### config.mk
export PLATFORM = sky130hd
export DESIGN_NAME = uart_rx_ctrl
export DESIGN_NICKNAME = d
export VERILOG_FILES = /design/src/rtl/uart_pkg.sv /design/src/rtl/uart_sync_fifo.sv /design/src/rtl/uart_rx_ctrl.sv
export SDC_FILE = /design/constraint.sdc
export NUM_CORES = 1
export LEC_CHECK = 0
export BUFFER_PORTS_ARGS = -buffer_cell sky130_fd_sc_hd__buf_2
export CORE_MARGIN = 2
export CORE_UTILIZATION = 53
export CTS_BUF_LIST = sky130_fd_sc_hd__clkbuf_8 sky130_fd_sc_hd__clkbuf_16
export CTS_CLUSTER_SIZE = 30
export DETAILED_ROUTE_END_ITERATION = 8
export GPL_TIMING_DRIVEN = 0
export HOLD_SLACK_MARGIN = 0.03
export PLACE_DENSITY = 0.74
export SKIP_CTS_REPAIR_TIMING = 1
export SYNTH_ARGS = -nofsm -noshare
export SYNTH_HDL_FRONTEND = slang
export SYNTH_HIERARCHICAL = 1
export SYNTH_SLANG_ARGS = --single-unit
### constraint.sdc
create_clock -name clk -period 9.05 [get_ports clk]
set_input_delay 0 -clock clk [delete_from_list [all_inputs] [get_ports clk]]
set_output_delay 0 -clock clk [all_outputs]
set_load 0.005 [all_outputs]
### src/rtl/uart_pkg.sv
// Shared types and constants for the UART receive controller slice.
package uart_pkg;

    typedef enum logic [1:0] {
        OFF  = 2'd0,
        SYNC = 2'd1,
        RUN  = 2'd2
    } rx_ctrl_state_t;

    localparam int ERR_W       = 2;
    localparam int ERR_PARITY  = 1;
    localparam int ERR_FRAMING = 0;

    function automatic int entry_width(input int data_width);
        return data_width + ERR_W;
    endfunction

endpackage

### src/rtl/uart_sync_fifo.sv
// Synchronous FIFO with a registered read port; the head entry appears one clock after its write.
module uart_sync_fifo #(
    parameter int WIDTH = 10,
    parameter int DEPTH = 8
) (
    input  logic                         clk,
    input  logic                         rst,
    input  logic                         push,
    input  logic [WIDTH-1:0]             din,
    input  logic                         pop,
    output logic [WIDTH-1:0]             dout,
    output logic                         full,
    output logic                         empty,
    output logic [$clog2(DEPTH+1)-1:0]   count
);

    localparam int AW = $clog2(DEPTH);
    localparam int CW = $clog2(DEPTH + 1);
    localparam logic [CW-1:0] FULL_C = CW'(DEPTH);

    logic [WIDTH-1:0] mem [DEPTH];
    logic [AW-1:0]    wr_ptr;
    logic [AW-1:0]    rd_ptr;
    logic [AW-1:0]    rd_ptr_nxt;
    logic [CW-1:0]    count_nxt;
    logic             wr_en;
    logic             rd_en;

    assign full  = (count == FULL_C);
    assign empty = (count == '0);

    always_comb begin
        rd_en      = pop && !empty;
        wr_en      = push && (!full || rd_en);
        rd_ptr_nxt = rd_en ? rd_ptr + 1'b1 : rd_ptr;
        count_nxt  = count + CW'(wr_en) - CW'(rd_en);
    end

    always_ff @(posedge clk) begin
        if (wr_en) begin
            mem[wr_ptr] <= din;
        end
    end

    // The output register preloads the next head; a write landing on that slot is bypassed.
    always_ff @(posedge clk) begin
        if (rst) begin
            wr_ptr <= '0;
            rd_ptr <= '0;
            count  <= '0;
            dout   <= '0;
        end else begin
            if (wr_en) begin
                wr_ptr <= wr_ptr + 1'b1;
            end
            rd_ptr <= rd_ptr_nxt;
            count  <= count_nxt;
            if (count_nxt == '0) begin
                dout <= '0;
            end else if (wr_en && (wr_ptr == rd_ptr_nxt)) begin
                dout <= din;
            end else begin
                dout <= mem[rd_ptr_nxt];
            end
        end
    end

endmodule

### src/rtl/uart_rx_ctrl.sv
// Host-side controller for the UART receiver: parity config, frame capture into a FIFO,
// saturating error/overrun counters and a level interrupt.
module uart_rx_ctrl
    import uart_pkg::*;
#(
    parameter int DATA_WIDTH = 8,
    parameter int FIFO_DEPTH = 8,
    parameter int CNT_WIDTH  = 8,
    parameter int IRQ_THRESH = 4
) (
    input  logic                              clk,
    input  logic                              rst,
    input  logic                              cfg_wr,
    input  logic                              cfg_enable,
    input  logic                              cfg_parity_en,
    input  logic                              cfg_odd_parity,
    input  logic                              cfg_drop_bad,
    input  logic                              rx_done,
    input  logic [DATA_WIDTH-1:0]             rx_data,
    input  logic                              rx_framing_err,
    input  logic                              rx_parity_err,
    output logic                              rx_parity_en,
    output logic                              rx_odd_even,
    output logic                              m_valid,
    input  logic                              m_ready,
    output logic [DATA_WIDTH-1:0]             m_data,
    output logic [1:0]                        m_err,
    output logic [$clog2(FIFO_DEPTH+1)-1:0]   fifo_count,
    output logic [CNT_WIDTH-1:0]              framing_cnt,
    output logic [CNT_WIDTH-1:0]              parity_cnt,
    output logic [CNT_WIDTH-1:0]              overrun_cnt,
    output logic                              irq,
    input  logic                              irq_clr,
    input  logic                              cnt_clr
);

    localparam int EW = entry_width(DATA_WIDTH);
    localparam int FCW = $clog2(FIFO_DEPTH + 1);
    localparam logic [FCW-1:0] THRESH_C = FCW'(IRQ_THRESH);

    rx_ctrl_state_t state, state_nxt;

    logic             cfg_enable_q;
    logic             cfg_parity_q;
    logic             cfg_odd_q;
    logic             cfg_drop_q;
    logic             rx_done_q;
    logic             err_flag;
    logic             ovr_flag;
    logic             irq_q;

    logic             capture;
    logic             frame_err;
    logic             push;
    logic             pop;
    logic             overrun;
    logic             fifo_full;
    logic             fifo_empty;
    logic [ERR_W-1:0] rx_err;
    logic [EW-1:0]    fifo_din;
    logic [EW-1:0]    fifo_dout;

    function automatic logic [CNT_WIDTH-1:0] cnt_next(
        input logic [CNT_WIDTH-1:0] cur,
        input logic                 inc,
        input logic                 clr
    );
        if (clr) begin
            return CNT_WIDTH'(inc);
        end
        if (inc && (cur != '1)) begin
            return cur + 1'b1;
        end
        return cur;
    endfunction

    always_comb begin
        state_nxt = state;
        case (state)
            OFF:     if (cfg_enable_q) state_nxt = SYNC;
            SYNC:    if (!rx_done)     state_nxt = RUN;
            RUN:     if (!cfg_enable_q) state_nxt = OFF;
            default: state_nxt = OFF;
        endcase
    end

    always_comb begin
        rx_err              = '0;
        rx_err[ERR_PARITY]  = rx_parity_err;
        rx_err[ERR_FRAMING] = rx_framing_err;
        fifo_din            = {rx_err, rx_data};
        capture             = (state == RUN) && rx_done && !rx_done_q;
        frame_err           = rx_framing_err || rx_parity_err;
        push                = capture && !(frame_err && cfg_drop_q);
        pop                 = m_valid && m_ready;
        overrun             = push && fifo_full && !pop;
    end

    always_ff @(posedge clk) begin
        if (rst) begin
            state        <= OFF;
            cfg_enable_q <= 1'b0;
            cfg_parity_q <= 1'b0;
            cfg_odd_q    <= 1'b0;
            cfg_drop_q   <= 1'b0;
            rx_done_q    <= 1'b0;
            err_flag     <= 1'b0;
            ovr_flag     <= 1'b0;
            irq_q        <= 1'b0;
            framing_cnt  <= '0;
            parity_cnt   <= '0;
            overrun_cnt  <= '0;
        end else begin
            state     <= state_nxt;
            rx_done_q <= rx_done;
            if (cfg_wr) begin
                cfg_enable_q <= cfg_enable;
                cfg_parity_q <= cfg_parity_en;
                cfg_odd_q    <= cfg_odd_parity;
                cfg_drop_q   <= cfg_drop_bad;
            end
            // A new event takes priority over the clear so it is never lost.
            if (capture && frame_err) begin
                err_flag <= 1'b1;
            end else if (irq_clr) begin
                err_flag <= 1'b0;
            end
            if (overrun) begin
                ovr_flag <= 1'b1;
            end else if (irq_clr) begin
                ovr_flag <= 1'b0;
            end
            irq_q       <= (fifo_count >= THRESH_C) | err_flag | ovr_flag;
            framing_cnt <= cnt_next(framing_cnt, capture && rx_framing_err, cnt_clr);
            parity_cnt  <= cnt_next(parity_cnt, capture && rx_parity_err, cnt_clr);
            overrun_cnt <= cnt_next(overrun_cnt, overrun, cnt_clr);
        end
    end

    uart_sync_fifo #(
        .WIDTH (EW),
        .DEPTH (FIFO_DEPTH)
    ) u_fifo (
        .clk   (clk),
        .rst   (rst),
        .push  (push),
        .din   (fifo_din),
        .pop   (pop),
        .dout  (fifo_dout),
        .full  (fifo_full),
        .empty (fifo_empty),
        .count (fifo_count)
    );

    assign m_valid      = !fifo_empty;
    assign m_data       = fifo_dout[DATA_WIDTH-1:0];
    assign m_err        = fifo_dout[EW-1:DATA_WIDTH];
    assign irq          = irq_q;
    assign rx_parity_en = cfg_parity_q;
    assign rx_odd_even  = cfg_odd_q;

endmodule

==> flow_summary_export.csv, run 1 <==
group,metric,value,unit
finish,final_cell_mix,"edfxtp_1, buf_2, dfxtp_1",
global_route,grt_util_all_layers,26.6,%
drt,drtPass1Iterations,8,
power,ir_drop,0.223,mV
sta,rsz0062_at_grt,"false",
setup_path,worstSetupStartpointType,"register",
sta,skew,0.0126,ns
drt,drt_wl_total,17400,um
synthesis,syn_area,6480,um2
clock_network,path_clk_slew,0.05,ns
sta,setup_violations,0,
floorplanning,dieWidth,115,um
floorplanning,num_io_pins,63,
sta,fin_tns_setup,0,ns
synthesis,ys_ff_latch,134,
hold_path,hold_path.class,"input pin to register",
synthesis,ys.warnings.count,6,
global_route,grt_max_degree,17,
flow_run,cap_violations,1,
sta,min_period,5.22,ns
synthesis,synthesis.nets,604,
placement,dp_hpwl,11100,um
sta,worst_pin_slew,1.56,ns
synthesis,synth_cell_types,60,
synthesis,yosysSeqAreaShare,53.8,%
setup_path,worstPathArrival,5.57,ns
power,fin_total_pwr,2.02,mW
sta,period_share,57.7,%
drt,num_vias,5282,
global_route,antenna_found_initial,0,
status,status,"finished with violations",
synthesis,syn-mean-instance-area,11.3,um2
finish,regArea,3480,um2
finish,fillCellCount,882,
clock_network,cts_tree,"done",
sta,max_clock_freq,0.191,GHz
clock_network,clockRootBuffer,"clkbuf_16",
sta,slew_headroom,-4.43,%
floorplanning,rows,40,
floorplanning,start_util,54.1,%
floorplanning,dieArea,13100,um2
drt,drc,0,
floorplanning,core-area,12000,um2
power,p_per_area,258,nW/um2
drt,drtIter0Drc,621,
finish,fin_nets,708,
global_route,grt_pass1_wl,26000,um
drt,antenna_left,0,
clock_network,clock_latency,0.43,ns
synthesis,synth_top_flop_cell,"edfxtp_1",
clock_network,cts_inserted_buffers,17,
setup_path,path_class,"register to register",
placement,gp_congestion,0.850,
finish,final_common_cell,"edfxtp_1",
drt,wl_per_cell,20.9,um
global_route,grt_pass1_vias,4989,
finish,multiInputGateArea,2790,um2
setup_path,cp.required,9.40,ns
finish,finalInstanceArea,7820,um2
placement,portBuffers,61,
clock_network,clk_path_buf_depth,2,
clock_network,cts.sinks,134,
setup_path,cp_max_fo,10,
synthesis,async_flop_share,0,%
placement,placed_cell_area,7000,um2
finish,antenna_cells,0,
finish,area_growth,20.7,%
synthesis,synth_cells,572,
synthesis,synth_edf_count,80,
drt,avgViaCountPerCell,6.32,
floorplanning,dieHeight,115,um
sta,hold_viol,0,
global_route,grt_remaining_overflow,0,
power,p_leak,2.76,nW
setup_path,endpoint_kind,"register",
finish,drive_above_1_share,17.3,%
sta,slew_viol_final,11,
clock_network,h-tree-depth,4,
status,violations,"max-capacitance violations, max-slew violations",
metal layers:
layer / up-vias / wire, um / GRT usage, %
li1: 2399 / - / -
met1: 2508 / 6880 / 34.6
met2: 321 / 8360 / 42.4
met3: 54 / 1730 / 6.35
met4: 0 / 461 / 11.7
met5: - / 0 / 0
state kept, by name, summed over array words and instances, names as in the netlist:
name           count
framing_cnt        8
cfg_drop_q         1
irq                1
u_fifo/dout       10
ovr_flag           1
u_fifo/rd_ptr      3
rx_parity_en       1
overrun_cnt        8
parity_cnt         8
u_fifo/count       4
u_fifo/wr_ptr      3
rx_odd_even        1
state              2
cfg_enable_q       1
rx_done_q          1
err_flag           1
u_fifo/mem        80
synth_stat cells, types with 3 or more instances:
| master | n | area (um2) |
|---|---|---|
| nand2_1 | 17 | 63.8 |
| a41oi_1 | 3 | 26.3 |
| o311ai_0 | 10 | 87.6 |
| o21ai_0 | 18 | 90.1 |
| or3_1 | 5 | 31.3 |
| a211o_1 | 9 | 78.8 |
| ha_1 | 10 | 125 |
| nor3_1 | 5 | 25.0 |
| a32o_1 | 10 | 100 |
| nor2_1 | 47 | 176 |
| nand3_1 | 13 | 65.1 |
| nand4_1 | 4 | 25.0 |
| mux2i_1 | 45 | 450 |
| o31ai_1 | 8 | 60.1 |
| edfxtp_1 | 80 | 2400 |
| or4_1 | 6 | 45.0 |
| nand2b_1 | 8 | 50.1 |
| dfxtp_1 | 54 | 1080 |
| and2_1 | 3 | 18.8 |
| xnor2_1 | 6 | 52.6 |
| a211oi_1 | 45 | 338 |
| clkbuf_1 | 21 | 78.8 |
| inv_1 | 14 | 52.6 |
| buf_1 | 4 | 15.0 |
| o21a_1 | 3 | 22.5 |
| buf_2 | 9 | 45.0 |
| xor2_1 | 3 | 26.3 |
| a21oi_1 | 31 | 155 |
| and3_1 | 4 | 25.0 |
| nor2b_1 | 38 | 238 |
critical path, cell delays in order (launching register included):
cell and delay [ns]:
dfxtp_1 0.35, inv_1 0.08, ha_1 0.21, nor3b_4 0.18, nor2b_1 0.36, nor2b_1 0.17
buf_2 0.26, clkbuf_1 0.58, nand2b_1 0.21, nand2_1 0.11, ha_1 0.16, inv_1 0.06
fa_1 0.38, xor2_1 0.19, a41oi_1 0.30, nor4b_2 1.28, a32o_1 0.28
through the flow:
| stage | util [%] | setup WS (ns) | instances | hold WS (ns) |
|---|---|---|---|---|
| floorplan | - | 5.40 | 572 | 0.0716 |
| global placement | 58.2 | 4.05 | 780 | 0.236 |
| detailed placement | 58.5 | 4.01 | 782 | 0.245 |
| CTS | 63.5 | 3.97 | 814 | -0.189 |
| global route | 65.3 | 3.64 | 836 | 0.0804 |
| finish | 65.3 | 3.83 | 836 | 0.0449 |
power by group:
| part | internal, mW | switching, mW |
|---|---|---|
| combinational | 0.249 | 0.389 |
| sequential | 0.677 | 0.0153 |
| clock | 0.436 | 0.254 |
| total | 1.36 | 0.658 |
path summary, 6_finish.rpt:
kind	to	slack [ns]	start	depth (start not counted)
setup / recovery	u_fifo/dout[9]	3.83	u_fifo/count[2]	16
hold / removal	rx_odd_even	0.04	cfg_wr	3
setup reg to reg	u_fifo/dout[9]	3.83	u_fifo/count[2]	16
hold reg to reg	state[0]	0.47	state[1]	1
kinds of logic (layout without fill, tap and decap cells):
kind of cell | Yosys count | in the layout | share of synthesized area [%]
flops | 134 | 134 | 53.8
mux | 49 | 49 | 8.00
compound gates | 154 | 154 | 17.2
xor+xnor | 10 | 10 | 1.47
simple gates | 163 | 163 | 14.0
fa+ha+maj | 11 | 11 | 2.24
buf+inv | 51 | 168 | 3.36
layout make-up:
cell class,count,area share (%)
Tap cell,147,2.35
Sequential cell,134,44.6
Clock buffer,18,5.62
Multi-Input combinational cell,387,35.6
Inverter,14,0.672
Clock inverter,14,2.03
Timing Repair Buffer,85,7.01
Buffer,37,2.11
Power figures use the tool's default switching activity.
==> run 2, diff against run 1 <==
--- a/config.mk
+++ b/config.mk
@@ -13,7 +13,7 @@
 export DETAILED_ROUTE_END_ITERATION = 8
 export GPL_TIMING_DRIVEN = 0
 export HOLD_SLACK_MARGIN = 0.03
-export PLACE_DENSITY = 0.74
+export PLACE_DENSITY = 0.76
 export SKIP_CTS_REPAIR_TIMING = 1
 export SYNTH_ARGS = -nofsm -noshare
 export SYNTH_HDL_FRONTEND = slang
==> constraint.sdc (replaced) <==
create_clock -name clk -period 4.5 [get_ports clk]
set_input_delay 0 -clock clk [delete_from_list [all_inputs] [get_ports clk]]
set_output_delay 0 -clock clk [all_outputs]
set_load 0.005 [all_outputs]
==> run 2 against run 1 <==
Compared with the run above:
- the run ends with negative hold slack left
- critical path type unchanged
- flip-flop and latch count stayed put
- sequential share of layout area is 0.53 points higher
- largest cell class unchanged
- cell count is 0.12% lower
- largest power group unchanged
- via count is 0.45% higher
- die area stayed put
==> flow_summary_export.csv, run 2 (same netlist as run 1, synthesis figures left out) <==
group,metric,value,unit
clock_network,h-tree-depth,4,
placement,gp_congestion,0.895,
clock_network,path_clk_slew,0.05,ns
drt,wl_per_cell,20.6,um
setup_path,cp.required,4.84,ns
finish,top_register,"u_fifo/mem",
finish,fin_nets,707,
floorplanning,dieArea,13100,um2
setup_path,path_class,"register to register",
sta,setup_violations,0,
status,status,"finished with violations",
sta,slew_headroom,6.66,%
global_route,grt_pass1_wl,26400,um
setup_path,crit_chain,"inv_1 > ha_1 > nor3b_4 > nor2b_1 > nand2b_1 > buf_4 > buf_2 > clkbuf_4 > nand3_1 > nand2_1 > ha_1 > inv_1 > fa_1 > xor2_1 > a41oi_1 > nor4b_4 > buf_4 > a32o_1",
clock_network,cts_tree,"done",
sta,hold_viol,1,
finish,largest_reg_flops,80,
finish,antenna_cells,0,
setup_path,cp_max_fo,10,
sta,worst_pin_slew,1.39,ns
finish,fillCellCount,874,
floorplanning,dieWidth,115,um
clock_network,clock_latency,0.42,ns
drt,drt_wl_total,17200,um
finish,final_cell_mix,"edfxtp_1, buf_2, dfxtp_1",
clock_network,cts_inserted_buffers,17,
setup_path,worstPathArrival,4.63,ns
sta,slew_viol_final,0,
setup_path,crit_slowest_cell,"a41oi_1",
flow_run,cap_violations,0,
finish,drive_above_1_share,16.9,%
floorplanning,rows,40,
placement,dp_hpwl,11100,um
finish,area_growth,19.3,%
global_route,grt_pass1_vias,5151,
drt,avgViaCountPerCell,6.35,
global_route,grt_util_all_layers,26.9,%
floorplanning,core-area,12000,um2
finish,final_common_cell,"edfxtp_1",
setup_path,worstSetupStartpointType,"register",
setup_path,endpoint_kind,"register",
placement,dp_slack,-0.620,ns
finish,final_util,64.6,%
drt,drtIter0Drc,486,
placement,portBuffers,61,
floorplanning,num_io_pins,63,
hold_path,hold_path.class,"input pin to register",
sta,rsz0062_at_grt,"false",
finish,reg.largest.list,"u_fifo/mem x80, u_fifo/dout x10",
clock_network,cts.sinks,134,
sta,holdWs,-0.00284,ns
power,p_leak,2.78,nW
global_route,grt_remaining_overflow,0,
clock_network,clk_path_buf_depth,2,
sta,max_clock_freq,0.233,GHz
sta,setup_slack,0.209,ns
setup_path,cpPeakStageDelay,0.39,ns
power,p_per_area,499,nW/um2
floorplanning,start_util,54.1,%
sta,skew,0.00779,ns
clock_network,clockRootBuffer,"clkbuf_16",
global_route,antenna_found_initial,0,
status,violations,"negative hold slack",
drt,drc,0,
sta,period_share,95.4,%
power,ir_drop,0.380,mV
drt,num_vias,5306,
drt,antenna_left,0,
drt,drtPass1Iterations,8,
global_route,grt_max_degree,17,
sta,min_period,4.29,ns
floorplanning,dieHeight,115,um
==> run 2: cell type report <==
cell class | instances | area, um2 | share of cell area [%]
plain buffers | 35 | 160 | 2.07
clock inverters | 14 | 58.8 | 0.761
clock buffers | 18 | 439 | 5.69
flip-flops and latches | 134 | 3480 | 45.1
multi-input cells | 387 | 2800 | 36.2
inverters | 14 | 52.6 | 0.680
repair buffers | 86 | 551 | 7.13
well taps | 147 | 184 | 2.38
==> run 2: worst max-delay path, delay by kind of cell (launching register included) <==
family	cells	cell delay [ns]
simple gates	6	1.26
buf+inv	6	1.11
fa+ha+maj	3	0.72
compound gates	2	0.59
flops	1	0.33
xor+xnor	1	0.19
==> run 2: through the flow <==
| step | total power [mW] | setup TNS, ns | cells | cell area, um2 |
|---|---|---|---|---|
| 2_1_floorplan | 2.26 | 0 | 572 | 6480 |
| 3_3_place_gp | 2.61 | -5.02 | 780 | 6970 |
| 3_5_place_dp | 2.66 | -5.56 | 782 | 7000 |
| 4_1_cts | 3.82 | -6.05 | 814 | 7500 |
| 5_1_grt | 4.01 | 0 | 835 | 7720 |
| 6_report | 3.85 | 0 | 835 | 7720 |
==> run 2: path summary, 6_finish.rpt <==
kind / start / to / slack [ns] / depth (start not counted)
max: u_fifo/count[2] / u_fifo/dout[0] / 0.21 / 18
min: cfg_wr / cfg_enable_q / -0.003 / 3
max reg2reg: u_fifo/count[2] / u_fifo/dout[0] / 0.21 / 18
min reg2reg: state[1] / state[0] / 0.47 / 1
==> run 2: per-layer routing <==
layer | wire length, um | track usage, % | up-vias
met5 | 0 | 0 | -
met4 | 309 | 11.3 | 0
met3 | 1690 | 7.20 | 33
met2 | 8480 | 44.5 | 292
met1 | 6710 | 33.4 | 2588
li1 | - | - | 2393
==> run 2: power breakdown <==
group          internal [mW]  total [mW]  switching (mW)
combinational          0.500        1.29           0.790
sequential              1.36        1.40          0.0330
clock                  0.691        1.17           0.475
total                   2.55        3.85            1.30
==> run 3, diff against run 2 <==
--- a/config.mk
+++ b/config.mk
@@ -6,6 +6,7 @@
 export NUM_CORES = 1
 export LEC_CHECK = 0
 export BUFFER_PORTS_ARGS = -buffer_cell sky130_fd_sc_hd__buf_2
+export CORE_ASPECT_RATIO = 0.5
 export CORE_MARGIN = 2
 export CORE_UTILIZATION = 53
 export CTS_BUF_LIST = sky130_fd_sc_hd__clkbuf_8 sky130_fd_sc_hd__clkbuf_16
@@ -14,6 +15,7 @@
 export GPL_TIMING_DRIVEN = 0
 export HOLD_SLACK_MARGIN = 0.03
 export PLACE_DENSITY = 0.76
+export RECOVER_POWER = 100
 export SKIP_CTS_REPAIR_TIMING = 1
 export SYNTH_ARGS = -nofsm -noshare
 export SYNTH_HDL_FRONTEND = slang
==> run 3 against run 2 <==
Compared with the run above:
- the flow still finishes with violations (negative hold slack)
- critical path type unchanged
- clock skew rose by 0.0017 ns
- clock-buffer cell count grew 4
- total power increased by 2.5%
- first-iteration DRC count fell by 8.2%
- largest power group unchanged
- global-route usage decreased by 0.12 points
- sequential power about the same
==> flow_summary_export.csv, run 3 (same netlist as run 1, synthesis figures left out) <==
group,metric,value,unit
clock_network,path_clk_slew,0.06,ns
clock_network,clk_path_buf_depth,2,
finish,fin_nets,705,
finish,drive_above_1_share,11.2,%
global_route,antenna_found_initial,0,
drt,avgViaCountPerCell,6.22,
setup_path,worstPathArrival,4.49,ns
power,p_leak,2.62,nW
sta,worst_pin_slew,1.29,ns
drt,wl_per_cell,19.8,um
placement,place_inst,800,
floorplanning,num_io_pins,63,
flow_run,cap_violations,0,
floorplanning,dieWidth,160,um
floorplanning,start_util,54.5,%
setup_path,path_class,"register to register",
finish,final_common_cell,"edfxtp_1",
sta,period_share,92.1,%
global_route,grt_util_all_layers,26.8,%
drt,num_vias,5293,
sta,skew,0.00951,ns
global_route,grt_pass1_vias,5009,
clock_network,cts_tree,"done",
drt,drt_wl_total,16900,um
setup_path,cp.required,4.85,ns
finish,area_growth,18.8,%
clock_network,cts.sinks,134,
finish,antenna_cells,0,
hold_path,hold_path.class,"input pin to register",
floorplanning,core-area,11900,um2
finish,finalInstanceArea,7690,um2
status,violations,"negative hold slack",
setup_path,reg2reg_depth,17,
placement,dp_hpwl,10700,um
status,status,"finished with violations",
floorplanning,dieArea,13200,um2
global_route,grt_pass1_wl,26300,um
floorplanning,rows,28,
sta,rsz0062_at_grt,"false",
finish,instances_no_fill,851,
power,ir_drop,0.322,mV
clock_network,h-tree-depth,4,
sta,setup_violations,0,
clock_network,clock_latency,0.42,ns
hold_path,hold_path_depth,3,
drt,drtPass1Iterations,6,
sta,min_period,4.15,ns
global_route,grt_remaining_overflow,0,
clock_network,cts_inserted_buffers,17,
sta,fin_tns_setup,0,ns
sta,hold_viol,1,
sta,slew_viol_final,0,
global_route,grt_max_degree,17,
sta,max_clock_freq,0.241,GHz
clock_network,clockRootBuffer,"clkbuf_16",
sta,holdWs,-0.00125,ns
placement,gp_congestion,0.855,
finish,largest_reg_flops,80,
finish,final_cell_mix,"edfxtp_1, clkbuf_1, dfxtp_1",
setup_path,endpoint_kind,"register",
power,p_per_area,513,nW/um2
power,fin_total_pwr,3.95,mW
placement,portBuffers,61,
finish,reg.largest.list,"u_fifo/mem x80, u_fifo/dout x10",
drt,drc,0,
drt,antenna_left,0,
sta,slew_headroom,13.5,%
setup_path,cp_max_fo,10,
finish,top_register,"u_fifo/mem",
floorplanning,dieHeight,82.2,um
drt,drtIter0Drc,446,
placement,placed_cell_area,7020,um2
setup_path,worstSetupStartpointType,"register",
run 3: cell count changes in the layout (fill, tap and decap cells not counted), sizes merged:
cell	previous run	this run
clkbuf	38	79
clkinv	6	5
inv	22	19
buf	81	42
run 3: worst paths after layout:
| path | slack [ns] | to | startpoint |
|---|---|---|---|
| min | -0.001 | cfg_drop_q | cfg_wr |
| max | 0.35 | u_fifo/dout[0] | u_fifo/count[2] |
| min reg2reg | 0.47 | ovr_flag | ovr_flag |
| max reg2reg | 0.35 | u_fifo/dout[0] | u_fifo/count[2] |
run 3: cell type report:
class                           count  area (um2)
Buffer                             35         148
Clock buffer                       22         505
Timing Repair Buffer               84         492
Multi-Input combinational cell    387        2750
Clock inverter                     10        52.6
Fill cell                         911        4180
Tap cell                          165         206
Sequential cell                   134        3480
Inverter                           14        52.6
run 3: power by group:
part / total [mW] / switching [mW] / leakage [nW] / internal [mW]
Sequential: 1.39 / 0.0302 / 1.16 / 1.36
Clock: 1.29 / 0.503 / 0.295 / 0.786
Combinational: 1.27 / 0.783 / 1.17 / 0.484
run 3: worst max-delay path, cell delays in order (launching register included):
cell and delay (ns):
dfxtp_1 0.32, inv_1 0.11, ha_1 0.17, nor3b_4 0.32, nor2b_1 0.18, nand2b_1 0.11
buf_4 0.14, buf_2 0.27, buf_2 0.38, nand3_1 0.13, nand2_1 0.08, ha_1 0.17
inv_1 0.06, fa_1 0.37, xor2_1 0.18, a41oi_1 0.35, o31a_2 0.44, a32o_1 0.26
run 3: metal layers:
| layer | up-vias | GRT usage (%) | part of all wire [%] |
|---|---|---|---|
| li1 | 2404 | - | - |
| met1 | 2525 | 33.3 | 40 |
| met2 | 305 | 43.9 | 46 |
| met3 | 59 | 9.39 | 11 |
| met4 | 0 | 10.5 | 2.9 |
| met5 | - | 0 | 0 |
run 3: through the flow:
stage	worst slack [ns]	hold slack [ns]	utilization, %
5_1_grt	0.141	0.0307	64.8
4_1_cts	-0.674	-0.182	63.8
6_report	0.354	-0.00125	64.8
2_1_floorplan	0.854	0.0716	-
3_5_place_dp	-0.655	0.240	59.1
3_3_place_gp	-0.596	0.238	58.8
